[src/rtl/gmii_tx_sched_pkg.sv]
// Shared definitions for the GMII transmit scheduler: source indices,
// FSM state encoding and a counter-width helper.
package gmii_tx_sched_pkg;

    localparam logic [1:0] SRC_ARP  = 2'd0;
    localparam logic [1:0] SRC_ICMP = 2'd1;
    localparam logic [1:0] SRC_UDP  = 2'd2;
    localparam logic [1:0] SRC_NONE = 2'd3;

    typedef enum logic [2:0] {
        ST_IDLE  = 3'd0,
        ST_WAIT  = 3'd1,
        ST_XFER  = 3'd2,
        ST_DRAIN = 3'd3,
        ST_IFG   = 3'd4
    } state_e;

    // Bits needed for a counter holding 0..n-1; never narrower than one bit.
    function automatic int cnt_w(input int n);
        return (n <= 2) ? 1 : $clog2(n);
    endfunction

endpackage

[src/rtl/tx_arb_pick.sv]
// Winner selection for the scheduler: fixed priority ARP > ICMP > UDP,
// overridden in favour of UDP once it has been passed over STARVE_LIMIT times.
module tx_arb_pick
    import gmii_tx_sched_pkg::*;
#(
    parameter int STARVE_LIMIT = 4
) (
    input  logic       i_clk,
    input  logic       i_rst,
    input  logic [2:0] i_req,
    input  logic       i_take,
    output logic [1:0] o_win,
    output logic [2:0] o_win_oh
);

    localparam int              CW    = cnt_w(STARVE_LIMIT + 1);
    localparam logic [CW-1:0]   LIMIT = CW'(STARVE_LIMIT);

    logic [CW-1:0] starve_q, starve_d;

    // Combinational winner; starvation override checked before fixed priority.
    always_comb begin
        o_win = SRC_NONE;
        if (i_req[SRC_UDP] && (starve_q == LIMIT)) begin
            o_win = SRC_UDP;
        end else if (i_req[SRC_ARP]) begin
            o_win = SRC_ARP;
        end else if (i_req[SRC_ICMP]) begin
            o_win = SRC_ICMP;
        end else if (i_req[SRC_UDP]) begin
            o_win = SRC_UDP;
        end
    end

    // One-hot view of the winner.
    genvar gi;
    generate
        for (gi = 0; gi < 3; gi++) begin : g_oh
            assign o_win_oh[gi] = (o_win == 2'(gi));
        end
    endgenerate

    // Starvation count: advances when ARP/ICMP win over a waiting UDP, saturates.
    always_comb begin
        starve_d = starve_q;
        if (i_take) begin
            if ((o_win == SRC_UDP) || !i_req[SRC_UDP]) begin
                starve_d = '0;
            end else if (starve_q != LIMIT) begin
                starve_d = starve_q + CW'(1);
            end
        end
    end

    // Starvation counter register.
    always_ff @(posedge i_clk) begin
        if (i_rst) begin
            starve_q <= '0;
        end else begin
            starve_q <= starve_d;
        end
    end

endmodule

[src/rtl/gmii_tx_sched.sv]
// GMII transmit scheduler: arbitrates three frame sources onto one GMII
// transmit port, enforcing start timeout, maximum frame length and IFG.
module gmii_tx_sched
    import gmii_tx_sched_pkg::*;
#(
    parameter int IFG_CYCLES    = 12,
    parameter int START_TIMEOUT = 64,
    parameter int MAX_FRAME     = 1526,
    parameter int STARVE_LIMIT  = 4
) (
    input  logic        i_gmii_clk,
    input  logic        i_sys_rst,
    input  logic [2:0]  i_req,
    output logic [2:0]  o_gnt,
    input  logic [2:0]  i_dv,
    input  logic [23:0] i_data,
    output logic [1:0]  o_owner,
    output logic        o_busy,
    output logic        o_gmii_tx_en,
    output logic        o_gmii_tx_er,
    output logic [7:0]  o_gmii_tx_data,
    output logic        o_timeout,
    output logic        o_overlen
);

    localparam int SW = cnt_w(START_TIMEOUT);
    localparam int BW = cnt_w(MAX_FRAME + 1);
    localparam int IW = cnt_w(IFG_CYCLES);

    localparam logic [SW-1:0] START_LAST = SW'((START_TIMEOUT > 0) ? START_TIMEOUT - 1 : 0);
    localparam logic [BW-1:0] BYTE_MAX   = BW'(MAX_FRAME);
    localparam logic [IW-1:0] IFG_LAST   = IW'((IFG_CYCLES > 0) ? IFG_CYCLES - 1 : 0);

    state_e        state_q, state_d;
    logic [1:0]    owner_q, owner_d;
    logic [2:0]    gnt_q, gnt_d;
    logic [SW-1:0] start_q, start_d;
    logic [BW-1:0] byte_q, byte_d;
    logic [IW-1:0] ifg_q, ifg_d;
    logic          tx_en_q, tx_en_d;
    logic          tx_er_q, tx_er_d;
    logic [7:0]    tx_data_q, tx_data_d;
    logic          timeout_q, timeout_d;
    logic          overlen_q, overlen_d;

    logic          take;
    logic [1:0]    win;
    logic [2:0]    win_oh;
    logic          owner_dv;
    logic [7:0]    owner_byte;
    logic [7:0]    src_byte [3];

    // Split the packed data bus into one byte per source.
    genvar gi;
    generate
        for (gi = 0; gi < 3; gi++) begin : g_src
            assign src_byte[gi] = i_data[8*gi +: 8];
        end
    endgenerate

    tx_arb_pick #(
        .STARVE_LIMIT (STARVE_LIMIT)
    ) u_pick (
        .i_clk    (i_gmii_clk),
        .i_rst    (i_sys_rst),
        .i_req    (i_req),
        .i_take   (take),
        .o_win    (win),
        .o_win_oh (win_oh)
    );

    // Select the current owner's lane; non-owners are never looked at.
    always_comb begin
        owner_dv   = 1'b0;
        owner_byte = 8'h00;
        case (owner_q)
            SRC_ARP:  begin owner_dv = i_dv[0]; owner_byte = src_byte[0]; end
            SRC_ICMP: begin owner_dv = i_dv[1]; owner_byte = src_byte[1]; end
            SRC_UDP:  begin owner_dv = i_dv[2]; owner_byte = src_byte[2]; end
            default:  ;
        endcase
    end

    // Next-state and registered-output logic for the scheduler FSM.
    always_comb begin
        state_d   = state_q;
        owner_d   = owner_q;
        gnt_d     = 3'b000;
        start_d   = start_q;
        byte_d    = byte_q;
        ifg_d     = ifg_q;
        tx_en_d   = 1'b0;
        tx_er_d   = 1'b0;
        tx_data_d = 8'h00;
        timeout_d = 1'b0;
        overlen_d = 1'b0;
        take      = 1'b0;
        case (state_q)
            ST_IDLE: begin
                if (|i_req) begin
                    take    = 1'b1;
                    gnt_d   = win_oh;
                    owner_d = win;
                    start_d = '0;
                    state_d = ST_WAIT;
                end
            end
            ST_WAIT: begin
                if (owner_dv) begin
                    tx_en_d   = 1'b1;
                    tx_data_d = owner_byte;
                    byte_d    = BW'(1);
                    state_d   = ST_XFER;
                end else if (start_q == START_LAST) begin
                    timeout_d = 1'b1;
                    owner_d   = SRC_NONE;
                    start_d   = '0;
                    state_d   = ST_IDLE;
                end else begin
                    start_d = start_q + SW'(1);
                end
            end
            ST_XFER: begin
                if (owner_dv) begin
                    tx_en_d   = 1'b1;
                    tx_data_d = owner_byte;
                    if (byte_q == BYTE_MAX) begin
                        // Frame too long: mark the extra byte as errored and stop.
                        tx_er_d   = 1'b1;
                        overlen_d = 1'b1;
                        state_d   = ST_DRAIN;
                    end else begin
                        byte_d = byte_q + BW'(1);
                    end
                end else begin
                    ifg_d   = '0;
                    state_d = ST_IFG;
                end
            end
            ST_DRAIN: begin
                if (!owner_dv) begin
                    ifg_d   = '0;
                    state_d = ST_IFG;
                end
            end
            ST_IFG: begin
                if (ifg_q == IFG_LAST) begin
                    ifg_d   = '0;
                    owner_d = SRC_NONE;
                    state_d = ST_IDLE;
                end else begin
                    ifg_d = ifg_q + IW'(1);
                end
            end
            default: begin
                owner_d = SRC_NONE;
                state_d = ST_IDLE;
            end
        endcase
    end

    // State and output registers; reset drops any frame in flight.
    always_ff @(posedge i_gmii_clk) begin
        if (i_sys_rst) begin
            state_q   <= ST_IDLE;
            owner_q   <= SRC_NONE;
            gnt_q     <= 3'b000;
            start_q   <= '0;
            byte_q    <= '0;
            ifg_q     <= '0;
            tx_en_q   <= 1'b0;
            tx_er_q   <= 1'b0;
            tx_data_q <= 8'h00;
            timeout_q <= 1'b0;
            overlen_q <= 1'b0;
        end else begin
            state_q   <= state_d;
            owner_q   <= owner_d;
            gnt_q     <= gnt_d;
            start_q   <= start_d;
            byte_q    <= byte_d;
            ifg_q     <= ifg_d;
            tx_en_q   <= tx_en_d;
            tx_er_q   <= tx_er_d;
            tx_data_q <= tx_data_d;
            timeout_q <= timeout_d;
            overlen_q <= overlen_d;
        end
    end

    assign o_gnt          = gnt_q;
    assign o_owner        = owner_q;
    assign o_busy         = (state_q != ST_IDLE);
    assign o_gmii_tx_en   = tx_en_q;
    assign o_gmii_tx_er   = tx_er_q;
    assign o_gmii_tx_data = tx_data_q;
    assign o_timeout      = timeout_q;
    assign o_overlen      = overlen_q;

endmodule

[config.mk]
export PLATFORM = sky130hd
export DESIGN_NAME = gmii_tx_sched
export DESIGN_NICKNAME = d
export VERILOG_FILES = /design/src/rtl/gmii_tx_sched_pkg.sv /design/src/rtl/tx_arb_pick.sv /design/src/rtl/gmii_tx_sched.sv
export SDC_FILE = /design/constraint.sdc
export NUM_CORES = 1
export LEC_CHECK = 0
export CAP_MARGIN = 20
export CORE_ASPECT_RATIO = 0.9
export CORE_MARGIN = 4
export CORE_UTILIZATION = 50
export CTS_CLUSTER_DIAMETER = 200
export DETAILED_ROUTE_END_ITERATION = 12
export PLACE_DENSITY = 0.79
export REMOVE_ABC_BUFFERS = 1
export SETUP_SLACK_MARGIN = 0.2
export SLEW_MARGIN = 10
export SYNTH_ARGS = -nofsm -noshare
export SYNTH_HDL_FRONTEND = slang
export SYNTH_HIERARCHICAL = 1
export SYNTH_SLANG_ARGS = --single-unit
[constraint.sdc]
create_clock -name i_gmii_clk -period 2.4 [get_ports i_gmii_clk]
set_input_delay 0.48 -clock i_gmii_clk [delete_from_list [all_inputs] [get_ports i_gmii_clk]]
set_output_delay 0.48 -clock i_gmii_clk [all_outputs]
set_load 0.01 [all_outputs]
==> results of run 1 <==
[power by group through the flow]
| stage | logic [mW] | clock network [mW] | registers, mW |
|---|---|---|---|
| after floorplan | 0.167 | 0 | 0.791 |
| after global placement | 0.329 | 0 | 0.776 |
| after detailed placement | 0.333 | 0 | 0.776 |
| after CTS | 0.336 | 0.673 | 0.759 |
| after global routing | 0.366 | 0.701 | 0.763 |
| final | 0.335 | 0.662 | 0.759 |
[flip-flops by register name, indices dropped and copies added (netlist names)]
register and flops:
start_q 6, o_gmii_tx_en 1, ifg_q 4, o_timeout 1, o_gnt 3, o_gmii_tx_data 8, state_q 3, o_overlen 1
o_owner 2, byte_q 11, u_pick/starve_q 3
[how the worst min path moves through the flow]
stage	startpoint	endpoint	slack, ps	cells after the start
2_1_floorplan	start_q[1]$_SDFFE_PP0P_	start_q[1]$_SDFFE_PP0P_	440	2
3_3_place_gp	start_q[1]$_SDFFE_PP0P_	start_q[1]$_SDFFE_PP0P_	460	2
3_5_place_dp	start_q[1]$_SDFFE_PP0P_	start_q[1]$_SDFFE_PP0P_	470	2
4_1_cts	start_q[1]$_SDFFE_PP0P_	start_q[1]$_SDFFE_PP0P_	480	2
5_1_grt	start_q[1]$_SDFFE_PP0P_	start_q[1]$_SDFFE_PP0P_	520	2
6_report	start_q[1]$_SDFFE_PP0P_	start_q[1]$_SDFFE_PP0P_	480	2
[metrics by stage]
step	cells	util	hold slack [ps]
3_3_place_gp	365	0.673	455
2_1_floorplan	245	-	438
3_5_place_dp	365	0.673	468
4_1_cts	373	0.706	479
5_1_grt	373	0.706	524
6_report	373	0.706	480
[critical path, delay by kind of cell, from the launching register on]
kind	cells	cell delay, ps
buf+inv	1	490
flops	1	460
simple gates	1	430
[metal layers]
layer  vias up  wire (um)
met5         -          0
met4         0         48
met3         7        323
met2        43       2210
met1       917       2580
li1       1045          -
[final cells by class]
type,count,area [sq um]
clock buffers,5,68.8
clock inverters,3,67.6
fillers,334,1240
inverters,9,35.0
multi-input cells,193,1290
flip-flops and latches,43,861
well taps,60,75.1
repair buffers,60,573
[cells in the final DEF, fill, tap and decap left out, drive strengths merged, types with 3 or more instances in the layout]
cell,count
nand3b,3
o31ai,3
dfxtp,43
and2,4
a21oi,22
nor3,7
nor4,6
clkdlybuf4s50,49
buf,11
nand3,8
nand2,11
mux2i,9
nor2b,3
inv,8
nand2b,4
xnor2,5
nor2,40
ha,6
clkbuf,5
o21ai,12
and3,4
nand4,5
[cell families (layout without fill, tap and decap cells)]
| kind of cell | Yosys count | count (layout) | share of synthesized area |
|---|---|---|---|
| AND/OR/NAND/NOR | 111 | 111 | 0.288 |
| AO/OA/AOI/OAI | 60 | 60 | 0.182 |
| flip-flops | 43 | 43 | 0.381 |
| buffers and inverters | 22 | 77 | 0.0481 |
| multiplexers | 10 | 10 | 0.0448 |
| adder cells (fa/ha/maj) | 6 | 6 | 0.0332 |
| XOR/XNOR | 6 | 6 | 0.0232 |
==> summary.txt, run 1 <==
Run status
  – Status: complete, no violations

Worst hold path
  – Hold Crit Class: reg2reg

Critical path
  – Crit-path slowest cell: clkdlybuf4s50_1
  – Largest stage delay on the critical path: 490 ps
  – CP arrival: 1670 ps
  – CP startpoint: state_q[2]$_SDFFE_PP0P_
  – Crit path launch type: flip-flop
  – Setup crit end: o_busy
  – CP max FO: 12
  – Crit path cell chain: or3_4 > clkdlybuf4s50_1
  – Register-to-register setup slack: 450 ps
  – Critical R2R Capture: ifg_q[3]$_SDFFE_PP0P_
  – Setup CP Type: reg2out
  – Worst Path Required: 1920 ps
  – Reg2Reg Depth: 4
  – Critical Path End Type: output port
  – R2r startpoint: state_q[2]$_SDFFE_PP0P_

Synth
  – Yosys cell types: 67
  – Area contributors post-synth: dfxtp_1 (38%), nor2_1 (6.6%), a21oi_1 (4.6%)
  – Yosys top cell area share: 0.381
  – Synth Cell Area: 2260 sq um
  – Post-synth ARST share: 0
  – Register area share after synthesis: 0.381
  – Synth Flop Type: dfxtp_1
  – Top cells by count, synth: dfxtp_1 (43), nor2_1 (40), a21oi_1 (21), nand2_1 (11), o21ai_0 (11)
  – Mapped Cells: 258
  – Cell taking the most area after synthesis: dfxtp_1
  – Post-synth EDFFs: 0
  – #FFs+latches synth: 43
  – Syn_area_per_cell: 8.76 sq um
  – Ys Warns: 6
  – Count leader, synth: dfxtp_1

Pwr
  – Switch share: 0.250
  – VDD IR max: 0.446 mV
  – Clock share of power: 0.377
  – Sequential power share: 0.432
  – Leakage: 1.15 nW
  – Psw: 0.438 mW
  – Cell internal pwr: 1.32 mW
  – P per Cell Area: 591 nW/um^2
  – Total design power: 1.76 mW
  – Logic pwr share: 0.191

Clock network
  – Worst skew pair latency: 290 ps
  – Sink Count: 43
  – Hold-fix buffers at CTS: 0
  – Inserted Clock Buffers: 5
  – CTS tree: done
  – H-tree Lvls: 2
  – Post-CTS setup buffers: 0
  – Max Buffers Root-to-Sink: 2
  – CTS resizes: 0
  – Worst-path clk slew: 80 ps
  – CTS root buffer: clkbuf_8

Global routing
  – First-pass GRT wire length: 8450 um
  – Largest net degree at the start of global routing: 26
  – Met2 GRT Util: 0.287
  – Grt ovf: 0
  – GR Util met3: 0.0503
  – Vias in the first global route: 1848
  – GRT busiest layer: met2
  – Total track usage: 0.183
  – Initial antenna violation count: 0
  – GRT met1 Usage: 0.253

STA
  – Tmin final: 2150 ps
  – Least-Margin Pin Slew: 655 ps
  – Final hold violation count: 0
  – RSZ-0062 raised after global routing: false
  – # setup viols final: 0
  – TNS Setup: 0 ps
  – Pins Over Slew Limit: 0
  – Worst Skew: 5.56 ps
  – Relative slew slack: 0.560
  – Tcrit/Tclk final: 0.895
  – Setup ws final: 252 ps
  – Fmax achieved: 0.466 GHz

Floorplanning
  – Die Ht: 71.8 um
  – Initial Util: 0.537
  – Boundary pin count: 50
  – DIE AREA: 5660 sq um
  – Die W: 78.9 um
  – Row cnt: 22
  – Floorplan core area: 4210 sq um

Drt
  – Residual DRC: 0
  – Via count: 2012
  – First drt pass iteration count: 4
  – Post-Route WL: 5160 um
  – Antenna Nets Post-Route: 0
  – Initial DRC count: 132
  – Routed vias/inst: 5.39
  – WL/cell: 13.8 um

Placement
  – Routability congestion estimate: 0.806
  – Placed inst area: 2840 sq um
  – Detailed Place HPWL: 3820 um
  – Dpl ws: 115 ps
  – Port Buffers: 49

Layout
  – Layout cells sized above 1: 0.118
  – Final instance area: 2970 sq um
  – NumNets Final: 350
  – Area grow syn2layout: 31.4%
  – Antenna Cells: 0

Run
  – Max-cap violations: 0
Note: power is estimated with default switching activity, not from simulation.
==> run 2: changes to the inputs <==
- PLACE_DENSITY: 0.79 -> 0.8
- SKIP_CTS_REPAIR_TIMING: default -> 1
- SYNTH_HIERARCHICAL: 1 -> default
- TNS_END_PERCENT: default -> 1
==> summary.txt, run 2 <==
Layout
  – Final instance area: 2910 sq um
  – NumNets Final: 346
  – Fillers: 355
  – Largest reg by FF count: byte_q
  – Fin cells: 369
  – Antenna Cells: 0
  – Commonest non-fill, non-tap cells in the layout: clkdlybuf4s50_1 (49), dfxtp_1 (41), nor2_1 (36)
  – Commonest non-fill, non-tap cell in the layout: clkdlybuf4s50_1
  – Max FFs per register: 11
  – Final core occ: 0.695
  – Reg area: 863 sq um
  – Area grow syn2layout: 31.3%
  – Area of the multi-input gates: 1250 sq um
  – Layout cells sized above 1: 0.113

STA
  – # setup viols final: 0
  – Pins Over Slew Limit: 0
  – Tcrit/Tclk final: 0.871
  – Tmin final: 2090 ps
  – Worst Skew: 3.11 ps
  – RSZ-0062 raised after global routing: false
  – WHS: 476 ps
  – Relative slew slack: 0.569
  – Fmax achieved: 0.478 GHz
  – Final hold violation count: 0
  – Least-Margin Pin Slew: 643 ps
  – TNS Setup: 0 ps

Floorplanning
  – Die W: 78.1 um
  – Die Ht: 71.1 um
  – Boundary pin count: 50
  – DIE AREA: 5560 sq um
  – Floorplan core area: 4180 sq um
  – Initial Util: 0.529
  – Row cnt: 22

Drt
  – Residual DRC: 0
  – Post-Route WL: 5240 um
  – Antenna Nets Post-Route: 0
  – First drt pass iteration count: 4
  – Routed vias/inst: 5.42
  – WL/cell: 14.2 um
  – Via count: 1999
  – Initial DRC count: 108

Critical path
  – Critical Path End Type: output port
  – Setup CP Type: reg2out
  – Reg2Reg Depth: 6
  – Crit path launch type: flip-flop
  – CP max FO: 8
  – R2r startpoint: byte_q[1]$_SDFFE_PP0P_
  – Worst Path Required: 1920 ps
  – Setup crit end: o_busy
  – CP arrival: 1610 ps
  – Register-to-register setup slack: 430 ps
  – Critical R2R Capture: state_q[1]$_SDFFE_PP0P_
  – CP startpoint: state_q[0]$_SDFFE_PP0P_

Global routing
  – Vias in the first global route: 1854
  – Total track usage: 0.192
  – Largest net degree at the start of global routing: 20
  – Grt ovf: 0
  – Initial antenna violation count: 0
  – First-pass GRT wire length: 8580 um

Clock network
  – CTS root buffer: clkbuf_8
  – Worst skew pair latency: 300 ps
  – Worst-path clk slew: 80 ps
  – Inserted Clock Buffers: 5
  – Sink Count: 43
  – CTS tree: done
  – H-tree Lvls: 2
  – Max Buffers Root-to-Sink: 2

Synth
  – Yosys top cell area share: 0.389
  – Yosys cell types: 54
  – Count leader, synth: dfxtp_1
  – Syn_area_per_cell: 8.68 sq um
  – Synth Flop Type: dfxtp_1
  – Cell taking the most area after synthesis: dfxtp_1
  – Register area share after synthesis: 0.389
  – Synth Cell Area: 2210 sq um
  – Ys Warns: 0
  – #FFs+latches synth: 43
  – Area contributors post-synth: dfxtp_1 (39%), nor2_1 (6.1%), a21oi_1 (5.0%)
  – Top cells by count, synth: dfxtp_1 (43), nor2_1 (36), a21oi_1 (22), nand2_1 (14), inv_1 (12)
  – Mapped Cells: 255
  – Post-synth EDFFs: 0
  – Post-synth ARST share: 0

Placement
  – Cell Count Post-Placement: 361
  – Placed inst area: 2790 sq um
  – Detailed Place HPWL: 3920 um
  – Port Buffers: 49
  – Routability congestion estimate: 0.852

Pwr
  – P per Cell Area: 590 nW/um^2
  – VDD IR max: 0.421 mV
  – Leakage: 1.07 nW

Run
  – Max-cap violations: 0

Run status
  – Status: complete, no violations

Worst hold path
  – Hold Crit Class: reg2reg
run 2: critical path: stages (launching register included):
cell and delay (ps):
dfxtp_1 510, nor3_1 110, inv_1 140, clkdlybuf4s50_1 560
run 2: area by class of cell:
class	count	share of cell area
Inverter	13	0.0168
Sequential cell	43	0.297
Timing Repair Buffer	57	0.189
Clock buffer	6	0.0284
Clock inverter	2	0.0121
Multi-Input combinational cell	188	0.430
Tap cell	60	0.0258
run 2: cells by family (layout without fill, tap and decap cells):
logic type               count (synthesis)  in the layout  share of synthesized area
XOR/XNOR                                 8              8                     0.0317
buffers and inverters                   24             78                     0.0458
adder cells (fa/ha/maj)                  6              6                     0.0339
flip-flops                              43             43                      0.389
AO/OA/AOI/OAI                           65             65                      0.215
multiplexers                            11             11                     0.0503
AND/OR/NAND/NOR                         98             98                      0.235
run 2: layer usage:
| metal | wire length, um | GRT usage | up-vias |
|---|---|---|---|
| li1 | - | - | 1021 |
| met1 | 2400 | 0.248 | 933 |
| met2 | 2580 | 0.314 | 33 |
| met3 | 146 | 0.0394 | 12 |
| met4 | 112 | 0.0757 | 0 |
| met5 | 0 | 0 | - |
run 2: report_power, final:
part,switching (mW),internal [mW]
clock,0.245,0.337
combinational,0.195,0.171
sequential,0.0282,0.738
total,0.468,1.25
run 2: metrics by stage:
stage | total power, mW | worst slack (ps)
4_1_cts | 1.73 | 208
3_5_place_dp | 1.15 | 89.4
2_1_floorplan | 0.982 | 382
3_3_place_gp | 1.14 | 147
6_report | 1.71 | 309
5_1_grt | 1.79 | 208
run 2: worst min path at each step:
stage                                                from                         endpoint  slack (ps)  cells past startpoint
after floorplan                   start_q[1]$_SDFFE_PP0P_          start_q[1]$_SDFFE_PP0P_         440                      2
after global placement            start_q[1]$_SDFFE_PP0P_          start_q[1]$_SDFFE_PP0P_         460                      2
after detailed placement          start_q[1]$_SDFFE_PP0P_          start_q[1]$_SDFFE_PP0P_         460                      2
after CTS                         start_q[1]$_SDFFE_PP0P_          start_q[1]$_SDFFE_PP0P_         470                      2
after global routing              start_q[1]$_SDFFE_PP0P_          start_q[1]$_SDFFE_PP0P_         480                      2
final                     u_pick.starve_q[1]$_SDFFE_PP0P_  u_pick.starve_q[1]$_SDFFE_PP0P_         480                      2
==> run 3: changes to the inputs <==
- CORE_UTILIZATION: 50 -> 52
- CTS_BUF_LIST: default -> sky130_fd_sc_hd__clkbuf_2
- PLACE_DENSITY: 0.8 -> 0.82
==> summary.txt, run 3 (synthesis results as in run 2) <==
Layout
  – Antenna Cells: 0
  – Layout cells sized above 1: 0.131
  – Largest reg by FF count: byte_q
  – Area grow syn2layout: 30.6%
  – Commonest non-fill, non-tap cell in the layout: clkdlybuf4s50_1
  – Final core occ: 0.705
  – Max FFs per register: 11
  – Fillers: 335
  – Commonest non-fill, non-tap cells in the layout: clkdlybuf4s50_1 (49), dfxtp_1 (40), nor2_1 (36)
  – NumNets Final: 351
  – Final instance area: 2890 sq um

Floorplanning
  – Initial Util: 0.540
  – Floorplan core area: 4100 sq um
  – Die W: 76.8 um
  – DIE AREA: 5370 sq um
  – Die Ht: 69.9 um
  – Boundary pin count: 50
  – Row cnt: 22

Critical path
  – Crit path launch type: flip-flop
  – Worst Path Required: 1920 ps
  – Setup CP Type: reg2out
  – CP arrival: 1640 ps
  – Critical Path End Type: output port
  – CP max FO: 11

Drt
  – Antenna Nets Post-Route: 0
  – Initial DRC count: 86
  – Post-Route WL: 5350 um
  – First drt pass iteration count: 4
  – WL/cell: 14.8 um
  – Wire length on met3: 212 um
  – Top sig layer: met4
  – Metal2 WL: 2680 um
  – Via count: 2035
  – Routed vias/inst: 5.62
  – Met1 wire length: 2390 um
  – Residual DRC: 0

Clock network
  – CTS tree: done
  – CTS root buffer: clkbuf_2
  – Max Buffers Root-to-Sink: 2
  – Inserted Clock Buffers: 5
  – H-tree Lvls: 2
  – Worst-path clk slew: 210 ps
  – Worst skew pair latency: 400 ps
  – Sink Count: 43

Pwr
  – Switch share: 0.297
  – VDD IR max: 0.364 mV
  – Sequential power share: 0.493
  – Logic pwr share: 0.249
  – Cell internal pwr: 1.10 mW
  – Leakage: 1.08 nW
  – Psw: 0.463 mW
  – Clock share of power: 0.258
  – P per Cell Area: 539 nW/um^2

STA
  – Least-Margin Pin Slew: 593 ps
  – # setup viols final: 0
  – Relative slew slack: 0.605
  – Tmin final: 2120 ps
  – TNS Setup: 0 ps
  – RSZ-0062 raised after global routing: true
  – Pins Over Slew Limit: 0
  – Tcrit/Tclk final: 0.884
  – Worst Skew: 8.50 ps
  – Fmax achieved: 0.471 GHz
  – Final hold violation count: 0

Placement
  – Routability congestion estimate: 0.877
  – Placed inst area: 2790 sq um
  – Port Buffers: 49
  – Detailed Place HPWL: 4010 um

Run status
  – Status: complete, no violations

Run
  – Max-cap violations: 0

Global routing
  – Total track usage: 0.208
  – Initial antenna violation count: 0
  – Largest net degree at the start of global routing: 20
  – Vias in the first global route: 1963
  – First-pass GRT wire length: 9170 um
  – Grt ovf: 0

Worst hold path
  – Hold Crit Class: reg2reg
[run 3: changes by cell type in the layout (fill, tap and decap cells not counted)]
| cell | change |
|---|---|
| buf_6 | +1 |
| clkbuf_2 | +5 |
| nor3_1 | -1 |
| clkbuf_8 | -6 |
| dfxtp_2 | -1 |
| clkinv_1 | +1 |
| nor3_2 | +1 |
| dfxtp_1 | -1 |
| dfxtp_4 | +2 |
| buf_4 | +4 |
[run 3: final cells by class]
class                      instances  area (sq um)  area share
clock buffer                       5          25.0     0.00866
clock inverter                     3          38.8      0.0134
inverter                          13          48.8      0.0169
multi-input combinational        188          1260       0.435
sequential                        43           870       0.301
tap                               48          60.1      0.0208
timing repair buffer              62           592       0.205
[run 3: layer usage]
metal / GRT usage / vias up
met1: 0.263 / 953
met3: 0.0515 / 9
li1: - / 1036
met5: 0 / -
met2: 0.349 / 37
met4: 0.0644 / 0
[run 3: power groups by stage]
stage,combinational [mW],clock (mW),sequential [mW]
after floorplan,0.186,0,0.796
after global placement,0.369,0,0.783
after detailed placement,0.377,0,0.783
after CTS,0.379,0.409,0.769
after global routing,0.428,0.450,0.773
final,0.389,0.401,0.768
[run 3: path summary, 6_finish.rpt]
check / start / endpoint / slack [ps] / cells after the start
setup reg to reg: byte_q[0]$_SDFFE_PP0P_ / state_q[1]$_SDFFE_PP0P_ / 410 / 7
setup / recovery: state_q[2]$_SDFFE_PP0P_ / o_busy / 280 / 3
hold reg to reg: u_pick.starve_q[1]$_SDFFE_PP0P_ / u_pick.starve_q[1]$_SDFFE_PP0P_ / 490 / 2
hold / removal: u_pick.starve_q[1]$_SDFFE_PP0P_ / u_pick.starve_q[1]$_SDFFE_PP0P_ / 490 / 2
[run 3: worst max-delay path: stages (launching register included)]
cell and delay [ps]:
dfxtp_4 430, nor3_2 190, inv_1 130, clkdlybuf4s50_1 500
[run 3: per-stage QoR]
| stage | total power, mW | std cells | hold slack [ps] | worst slack [ps] |
|---|---|---|---|---|
| 6_report | 1.56 | 362 | 490 | 278 |
| 5_1_grt | 1.65 | 362 | 513 | 177 |
| 4_1_cts | 1.56 | 360 | 490 | 70.8 |
| 3_5_place_dp | 1.16 | 352 | 466 | 150 |
| 3_3_place_gp | 1.15 | 352 | 459 | 222 |
| 2_1_floorplan | 0.982 | 244 | 438 | 382 |
